<file path="src/rtl/dct_mac.sv">
// DCT multiply-accumulate: radix-4 Booth product summed over NTAP taps, result after E3 of the last tap.
// Input stalls (in_ready low) from the last tap until the result is taken; DCT_MAC_SAT_EN clamps the output.
module dct_mac #(
  parameter int AW   = 16,
  parameter int BW   = 8,
  parameter int NTAP = 20,
  parameter int OW   = 23
) (
  input  logic          clk,
  input  logic          reset,
  input  logic [AW-1:0] in1,
  input  logic [BW-1:0] in2,
  input  logic          in_valid,
  output logic          in_ready,
  input  logic          clr,
  output logic [OW-1:0] out,
  output logic          out_valid,
  input  logic          out_ready,
  output logic          sat
);

  localparam int PW   = AW + BW;
  localparam int NPP  = BW / 2;
  localparam int ACCW = PW + $clog2(NTAP);
  localparam int CW   = (NTAP > 1) ? $clog2(NTAP) : 1;
  localparam logic [CW-1:0] LAST_TAP = CW'(NTAP - 1);

  // Folds the sign extension of every partial product into one constant row.
  function automatic logic [PW-1:0] f_sext_k();
    logic [PW-1:0] k;
    k = '0;
    for (int i = 0; i < NPP; i++) k = k - (PW'(1) << (AW + 2 * i));
    return k;
  endfunction

  localparam logic [PW-1:0] SEXT_K = f_sext_k();

  typedef enum logic [1:0] {S_IDLE, S_RUN, S_DRAIN, S_HOLD} state_t;

  logic [BW:0]   w_b;
  logic [AW:0]   w_a1;
  logic [AW:0]   w_a2;
  logic [PW-1:0] w_row [NPP+2];
  logic [PW-1:0] w_cs_s;
  logic [PW-1:0] w_cs_c;
  logic          w_accept;
  logic          w_last_acc;
  logic [OW-1:0] w_red;
  logic          w_sat;

  state_t                r_state;
  logic [CW-1:0]         r_tap;
  logic [PW-1:0]         r_cs_s;
  logic [PW-1:0]         r_cs_c;
  logic                  r_v0;
  logic                  r_l0;
  logic signed [PW-1:0]  r_prod;
  logic                  r_v1;
  logic                  r_l1;
  logic                  r_l2;
  logic signed [ACCW-1:0] r_acc;

  assign w_b        = {in2, 1'b0};
  assign w_a1       = {in1[AW-1], in1};
  assign w_a2       = {in1, 1'b0};
  assign w_accept   = in_valid && in_ready;
  assign w_last_acc = w_accept && (r_tap == LAST_TAP);

  always_comb begin : p_booth
    logic [2:0]    trip;
    logic [AW:0]   mag;
    logic [PW-1:0] negs;
    trip = '0;
    mag  = '0;
    negs = '0;
    for (int i = 0; i < NPP; i++) begin
      trip = w_b[2*i +: 3];
      case (trip)
        3'b001, 3'b010, 3'b101, 3'b110: mag = w_a1;
        3'b011, 3'b100:                 mag = w_a2;
        default:                        mag = '0;
      endcase
      if (trip[2]) mag = ~mag;
      mag[AW]  = ~mag[AW];
      w_row[i] = PW'(mag) << (2 * i);
      negs[2*i] = trip[2];
    end
    w_row[NPP]   = negs;
    w_row[NPP+1] = SEXT_K;
  end

  always_comb begin : p_csa
    logic [PW-1:0] s;
    logic [PW-1:0] c;
    logic [PW-1:0] t;
    s = w_row[0];
    c = w_row[1];
    t = '0;
    for (int i = 2; i < NPP + 2; i++) begin
      t = s ^ c ^ w_row[i];
      c = ((s & c) | (s & w_row[i]) | (c & w_row[i])) << 1;
      s = t;
    end
    w_cs_s = s;
    w_cs_c = c;
  end

`ifdef DCT_MAC_SAT_EN
  localparam int MW = (ACCW > OW) ? ACCW : OW;
  localparam logic signed [MW-1:0] OMAX = {{(MW-OW+1){1'b0}}, {(OW-1){1'b1}}};
  localparam logic signed [MW-1:0] OMIN = ~OMAX;
  logic signed [MW-1:0] w_accx;
  assign w_accx = MW'(r_acc);
  always_comb begin
    w_red = w_accx[OW-1:0];
    w_sat = 1'b0;
    if (w_accx > OMAX) begin
      w_red = OMAX[OW-1:0];
      w_sat = 1'b1;
    end else if (w_accx < OMIN) begin
      w_red = OMIN[OW-1:0];
      w_sat = 1'b1;
    end
  end
`else
  assign w_red = OW'(r_acc);
  assign w_sat = 1'b0;
`endif

  always_ff @(posedge clk) begin
    if (!reset) begin
      r_state   <= S_IDLE;
      r_tap     <= '0;
      r_cs_s    <= '0;
      r_cs_c    <= '0;
      r_v0      <= 1'b0;
      r_l0      <= 1'b0;
      r_prod    <= '0;
      r_v1      <= 1'b0;
      r_l1      <= 1'b0;
      r_l2      <= 1'b0;
      r_acc     <= '0;
      out       <= '0;
      out_valid <= 1'b0;
      sat       <= 1'b0;
      in_ready  <= 1'b0;
    end else if (clr) begin
      r_state   <= S_IDLE;
      r_tap     <= '0;
      r_v0      <= 1'b0;
      r_l0      <= 1'b0;
      r_v1      <= 1'b0;
      r_l1      <= 1'b0;
      r_l2      <= 1'b0;
      r_acc     <= '0;
      out_valid <= 1'b0;
      sat       <= 1'b0;
      in_ready  <= 1'b1;
    end else begin
      r_v0 <= w_accept;
      r_l0 <= w_last_acc;
      if (w_accept) begin
        r_cs_s <= w_cs_s;
        r_cs_c <= w_cs_c;
        r_tap  <= w_last_acc ? '0 : r_tap + CW'(1);
      end
      r_v1 <= r_v0;
      r_l1 <= r_l0;
      if (r_v0) r_prod <= r_cs_s + r_cs_c;
      r_l2 <= r_l1;
      // The final sum is captured into out on the same edge that clears it.
      if (r_l2) r_acc <= '0;
      else if (r_v1) r_acc <= r_acc + ACCW'(r_prod);
      case (r_state)
        S_IDLE, S_RUN: begin
          in_ready <= !w_last_acc;
          if (w_last_acc) r_state <= S_DRAIN;
          else if (w_accept) r_state <= S_RUN;
        end
        S_DRAIN: begin
          if (r_l2) begin
            out       <= w_red;
            sat       <= w_sat;
            out_valid <= 1'b1;
            r_state   <= S_HOLD;
          end
        end
        S_HOLD: begin
          if (out_ready) begin
            out_valid <= 1'b0;
            in_ready  <= 1'b1;
            r_state   <= S_IDLE;
          end
        end
        default: r_state <= S_IDLE;
      endcase
    end
  end

endmodule

</file>
<file path="config.mk">
export PLATFORM = sky130hd
export DESIGN_NAME = dct_mac
export DESIGN_NICKNAME = d
export VERILOG_FILES = /design/src/rtl/dct_mac.sv
export SDC_FILE = /design/constraint.sdc
export NUM_CORES = 1
export LEC_CHECK = 0
export CAP_MARGIN = 0
export CORE_ASPECT_RATIO = 1.25
export CORE_MARGIN = 2
export CORE_UTILIZATION = 40
export DETAILED_ROUTE_END_ITERATION = 10
export PLACE_DENSITY = 0.56
export SLEW_MARGIN = 15
export SYNTH_ARGS = -nofsm -noshare
export SYNTH_HDL_FRONTEND = slang
export SYNTH_SLANG_ARGS = --single-unit
</file>
<file path="constraint.sdc">
create_clock -name clk -period 7.8 [get_ports clk]
set_clock_uncertainty 0.15 [all_clocks]
set_input_delay 1.17 -clock clk [delete_from_list [all_inputs] [get_ports clk]]
set_output_delay 1.17 -clock clk [all_outputs]
set_load 0.05 [all_outputs]
</file>
==> metrics.yaml, run 1 <==
status:
  status: "finished, final reports clean"
clock_network:
  clkLatencyLatePin_ps: 410
  path_clk_slew_ps: 60
  cts.sinks: 125
  cts_hold_buf: 0
  cts_setup_buffers: 0
  cts-htree-levels: 4
  cts_resized: 0
  cts_made_buffers: 17
  max-clock-path-buffers: 2
  cts_tree: "done"
  root_buffer: "clkbuf_16"
die:
  placementRows: 62
  initial_core_util_pct: 40.5
  die_y_um: 174
  die_area_mm2: 0.0243
  design.portCount: 55
  die_w_um: 140
  core_mm2: 0.0228
synthesis:
  yosysSeqAreaShare_pct: 27.1
  netlist_instances: 1097
  ys_async_sr_fraction_pct: 0
  yosysUniqueCellTypes: 67
  syn_area_per_cell_um2: 8.43
  syn_area_mm2: 0.00924
  ys.flop_type: "dfxtp_1"
  ys_ff_latch: 125
  yosysWarnings: 0
  synth_nets: 1249
  synth_edf_count: 0
run:
  drv_cap: 0
route:
  drtAntennaViolNets: 0
  drc: 0
  post_drt_wl_per_cell_um: 13.9
  wirelength_um: 19400
  vias: 7119
  drtPass1Iterations: 5
  drt_iter0_drc: 366
  viasPerCell: 5.09
timing:
  rsz0062_at_grt: "false"
  setup_tns_ps: 0
  min_period_ps: 5470
  finalMaxSlewViolations: 0
  max_freq_mhz: 183
  period_share_pct: 70.1
  hold_viol_final: 0
  setup_viol: 0
  maxSlewHeadroom_pct: 28.9
  tightest_slew_ps: 1060
hold_path:
  worst_hold_path.num_cells: 2
  whs_endpoint: "r_l1$_SDFF_PP0_"
  min_path_type: "reg2reg"
  hold_start: "r_l0$_SDFF_PP0_"
setup_path:
  reg2reg_slack_ps: 5110
  worstPathMaxFanout: 19
  reg2reg_depth: 11
  cp-start-kind: "input port"
  r2r_end: "r_acc[22]$_SDFFE_PP0P_"
  arrival_ps: 5660
  r2r-start: "r_acc[0]$_SDFFE_PP0P_"
  end_kind: "flip-flop"
  path_class: "in2reg"
  cp_data_required_time_ps: 7990
grt:
  use_met3_pct: 2.09
  antenna_found_initial: 0
  grt_use_total_pct: 16.3
  grt_max_degree: 95
  grt_pass1_wl_um: 33400
  globalRouteOverflowTotal: 0
  grt_pass1_vias: 6819
  gr-usage-met2_pct: 27.4
  grtUsageMet1_pct: 21.8
  grt_busiest_layer: "met2"
layout:
  n_antenna_cell: 0
  finalInstanceArea_mm2: 0.0105
  fillCellCount: 2270
  drive_above_1_share_pct: 5.95
  multiInputGateArea_mm2: 0.00623
  final_cell_mix: "182 x nand2_1, 125 x dfxtp_1, 93 x ha_1"
  syn2layout_area_growth_pct: 13.9
  nNetsFinal: 1249
  final_common_cell: "nand2_1"
  register_area_mm2: 0.00250
placement:
  port_buffers: 53
  dp_hpwl_um: 14500
  routabilityCongestion: 0.863
  placement.cell_area_mm2: 0.00988
power:
  p_clk_share_pct: 40.4
  switchingPower_mw: 0.647
  ir_drop_v: 0.000124
  pwr-share-comb_pct: 27.9
  power_frac_seq_pct: 31.6
  p_per_area_mw_per_mm2: 203
  netSwitchingFraction_pct: 30.2
  p_total_mw: 2.14
  power.internal_mw: 1.49
  p_leak_nw: 4.33
## worst max-delay path: stages
cell             delay (ps)
clkdlybuf4s50_1         450
buf_4                   280
clkinv_1                480
ha_1                    810
a22oi_1                 190
xnor2_1                 170
fa_1                    520
inv_1                    50
fa_1                    490
fa_1                    510
inv_1                    40
ha_1                    260
nand2_1                  40
a21boi_0                180
## per-layer routing
layer	share of wire [%]	up-vias	wire, um
met4	1.3	0	262
met5	0	-	0
li1	-	3761	-
met2	47	107	9220
met3	2.1	19	400
met1	49	3232	9550
## kinds of logic (layout without fill, tap and decap cells)
kind of cell,after synthesis,count (layout),share of synthesized area [%]
buf+inv,137,150,5.67
other cells,1,1,0.0406
xor+xnor,103,103,9.76
flops,125,125,27.1
compound gates,276,276,21.5
fa+ha+maj,123,123,19.1
simple gates,313,313,14.8
mux,19,19,2.11
## worst max path at each step
stage | startpoint | to | depth (start not counted)
after floorplan | in2[3] | r_cs_s[6]$_SDFFE_PN0P_ | 16
after global placement | in2[1] | r_cs_s[6]$_SDFFE_PN0P_ | 14
after detailed placement | in2[1] | r_cs_s[6]$_SDFFE_PN0P_ | 14
after CTS | in2[1] | r_cs_s[6]$_SDFFE_PN0P_ | 14
after global routing | in2[1] | r_cs_s[6]$_SDFFE_PN0P_ | 14
final | in2[1] | r_cs_s[6]$_SDFFE_PN0P_ | 14
## registers in the layout, summed over array words and instances, names as in the netlist, 2 cells and up
signal / count
r_prod: 23
out: 23
r_tap: 5
r_cs_c: 19
r_acc: 23
r_cs_s: 23
r_state: 2
## per-stage QoR
step	setup WS, ps	hold slack, ps	util, %	instances
floorplan	2500	244	-	1097
global placement	1980	249	43.3	1366
detailed placement	1920	259	43.3	1366
CTS	2350	260	46.2	1398
global route	2050	291	46.2	1398
finish	2330	258	46.2	1398
## synthesized netlist by cell type (9+ instances only)
cell type / count / area (um2)
dfxtp_1: 125 / 2500
nand2_1: 182 / 683
clkbuf_1: 64 / 240
ha_1: 93 / 1160
inv_1: 59 / 221
xnor2_1: 73 / 639
a22oi_1: 46 / 345
nand3_1: 17 / 85.1
nand4_1: 9 / 56.3
a21oi_1: 51 / 255
o211a_1: 14 / 140
nor3_1: 18 / 90.1
a21o_1: 12 / 90.1
a21boi_0: 61 / 458
o21ai_0: 37 / 185
xor2_1: 30 / 263
nor2_1: 46 / 173
fa_1: 30 / 601
mux2i_1: 15 / 150
## power groups by stage
stage | registers (mW) | clock network (mW) | logic, mW
after floorplan | 0.688 | 0 | 0.467
after global placement | 0.691 | 0 | 0.595
after detailed placement | 0.692 | 0 | 0.603
after CTS | 0.678 | 0.887 | 0.614
after global routing | 0.681 | 0.919 | 0.719
final | 0.678 | 0.865 | 0.599
## layout make-up
class / instances / area share [%]
Clock buffer: 20 / 4.43
Multi-Input combinational cell: 835 / 59.1
Timing Repair Buffer: 58 / 5.35
Clock inverter: 12 / 1.75
Sequential cell: 125 / 23.8
Tap cell: 288 / 3.42
Inverter: 60 / 2.14
(Power assumes the default switching activity.)
==> run 2: changes to the inputs <==
PLACE_DENSITY = 0.58   (was 0.56)
clock period = 4.4 ns   (was 7.8 ns; I/O delays follow)
==> metrics.yaml, run 2 (synthesis results as in run 1) <==
layout:
  drive_above_1_share_pct: 7.61
  nNetsFinal: 1269
  final_cells: 1418
  syn2layout_area_growth_pct: 15.1
  multiInputGateArea_mm2: 0.00623
  fillCellCount: 2265
  n_antenna_cell: 0
  final_common_cell: "nand2_1"
  finalInstanceArea_mm2: 0.0106
  utilization_pct: 46.7
  final_cell_mix: "182 x nand2_1, 125 x dfxtp_1, 93 x ha_1"
  register_area_mm2: 0.00250
hold_path:
  min_path_type: "reg2reg"
die:
  initial_core_util_pct: 40.5
  die_area_mm2: 0.0243
  design.portCount: 55
  die_w_um: 140
  die_y_um: 174
  core_mm2: 0.0228
  placementRows: 62
clock_network:
  clkLatencyLatePin_ps: 420
  cts_made_buffers: 17
  root_buffer: "clkbuf_16"
  path_clk_slew_ps: 60
  cts_setup_buffers: 0
  cts_hold_buf: 0
  cts-htree-levels: 4
  max-clock-path-buffers: 2
  cts_tree: "done"
  cts_resized: 0
  cts.sinks: 125
power:
  p_clk_share_pct: 38.0
  power.internal_mw: 2.51
  p_total_mw: 3.68
  p_per_area_mw_per_mm2: 345
  ir_drop_v: 0.000232
  p_leak_nw: 4.40
  power_frac_seq_pct: 32.7
  switchingPower_mw: 1.17
  netSwitchingFraction_pct: 31.8
  pwr-share-comb_pct: 29.3
route:
  wirelength_um: 19400
  drtAntennaViolNets: 0
  post_drt_wl_per_cell_um: 13.7
  drc: 0
  drtPass1Iterations: 5
  vias: 7260
  viasPerCell: 5.12
  drt_iter0_drc: 309
setup_path:
  cp_cell_sequence: "clkdlybuf4s50_1 -> clkinv_1 -> ha_1 -> mux2_2 -> a22oi_1 -> xnor2_1 -> fa_1 -> inv_1 -> fa_1 -> fa_1 -> inv_1 -> ha_1 -> nand2_1 -> a21boi_0"
  cp_data_required_time_ps: 4590
  reg2reg_slack_ps: 1730
  worst_path_most_repeated_cell: "fa_1"
  cp-start-kind: "input port"
  slowest_stage: "clkdlybuf4s50_1"
  worstPathMaxFanout: 4
  endpoint: "r_cs_s[6]$_SDFFE_PN0P_"
  reg2reg_depth: 11
  path_class: "in2reg"
  cpPeakStageDelay_ps: 510
  critPathLaunch: "in2[1]"
  arrival_ps: 4170
  r2r-start: "r_prod[0]$_SDFFE_PN0P_"
  r2r_end: "r_acc[22]$_SDFFE_PP0P_"
  end_kind: "flip-flop"
placement:
  routabilityCongestion: 0.838
  placement.cell_area_mm2: 0.0101
  placed_cells: 1386
  dp_hpwl_um: 14700
  port_buffers: 53
grt:
  grt_pass1_vias: 7022
  grt_use_total_pct: 16.3
  grt_pass1_wl_um: 33600
  antenna_found_initial: 0
  grt_max_degree: 94
  globalRouteOverflowTotal: 0
timing:
  tightest_slew_ps: 926
  max_freq_mhz: 252
  setup_viol: 0
  rsz0062_at_grt: "false"
  finalMaxSlewViolations: 0
  maxSlewHeadroom_pct: 38.1
  period_share_pct: 90.3
  min_period_ps: 3970
  setup_tns_ps: 0
  hold_viol_final: 0
run:
  drv_cap: 0
status:
  status: "finished, final reports clean"
run 2: worst min-delay path by stage:
stage / start / to / cells after the start
finish: r_l0$_SDFF_PP0_ / r_l1$_SDFF_PP0_ / 2
global route: r_l0$_SDFF_PP0_ / r_l1$_SDFF_PP0_ / 2
CTS: r_l0$_SDFF_PP0_ / r_l1$_SDFF_PP0_ / 2
detailed placement: r_l0$_SDFF_PP0_ / r_l1$_SDFF_PP0_ / 2
global placement: r_l0$_SDFF_PP0_ / r_l1$_SDFF_PP0_ / 2
floorplan: r_l0$_SDFF_PP0_ / r_l1$_SDFF_PP0_ / 2
run 2: critical path: cells and delay by family:
family / cells / cell delay, ps
AOI/OAI and AO/OA: 2 / 360
buffers and inverters: 4 / 700
xor gates and xnor gates: 1 / 110
muxes: 1 / 320
adders and majority gates: 5 / 1950
and+or+nand+nor: 1 / 50
run 2: stage by stage:
step,hold WS (ps),setup WS [ps]
2_1_floorplan,244,17.2
3_3_place_gp,244,26.4
3_5_place_dp,257,-34.4
4_1_cts,267,410
5_1_grt,285,243
6_report,261,426
run 2: final cells by class:
| class | count | share of cell area [%] |
|---|---|---|
| multi-input cells | 835 | 58.5 |
| flip-flops and latches | 125 | 23.5 |
| repair buffers | 78 | 6.94 |
| clock buffers | 17 | 4.00 |
| well taps | 288 | 3.39 |
| inverters | 60 | 2.12 |
| clock inverters | 15 | 1.53 |
run 2: routing by layer:
metal,share of wire (%),vias up,GRT usage [%]
met5,0,-,0
met4,1.8,0,4.58
met3,2.0,19,2.20
met2,48,91,28.0
met1,48,3346,21.3
li1,-,3804,-
run 2: power groups by stage:
stage          sequential, mW  clock [mW]  combinational [mW]
2_1_floorplan            1.22           0               0.829
3_5_place_dp             1.23           0                1.08
5_1_grt                  1.21        1.49                1.30
3_3_place_gp             1.23           0                1.07
6_report                 1.20        1.40                1.08
4_1_cts                  1.20        1.43                1.10
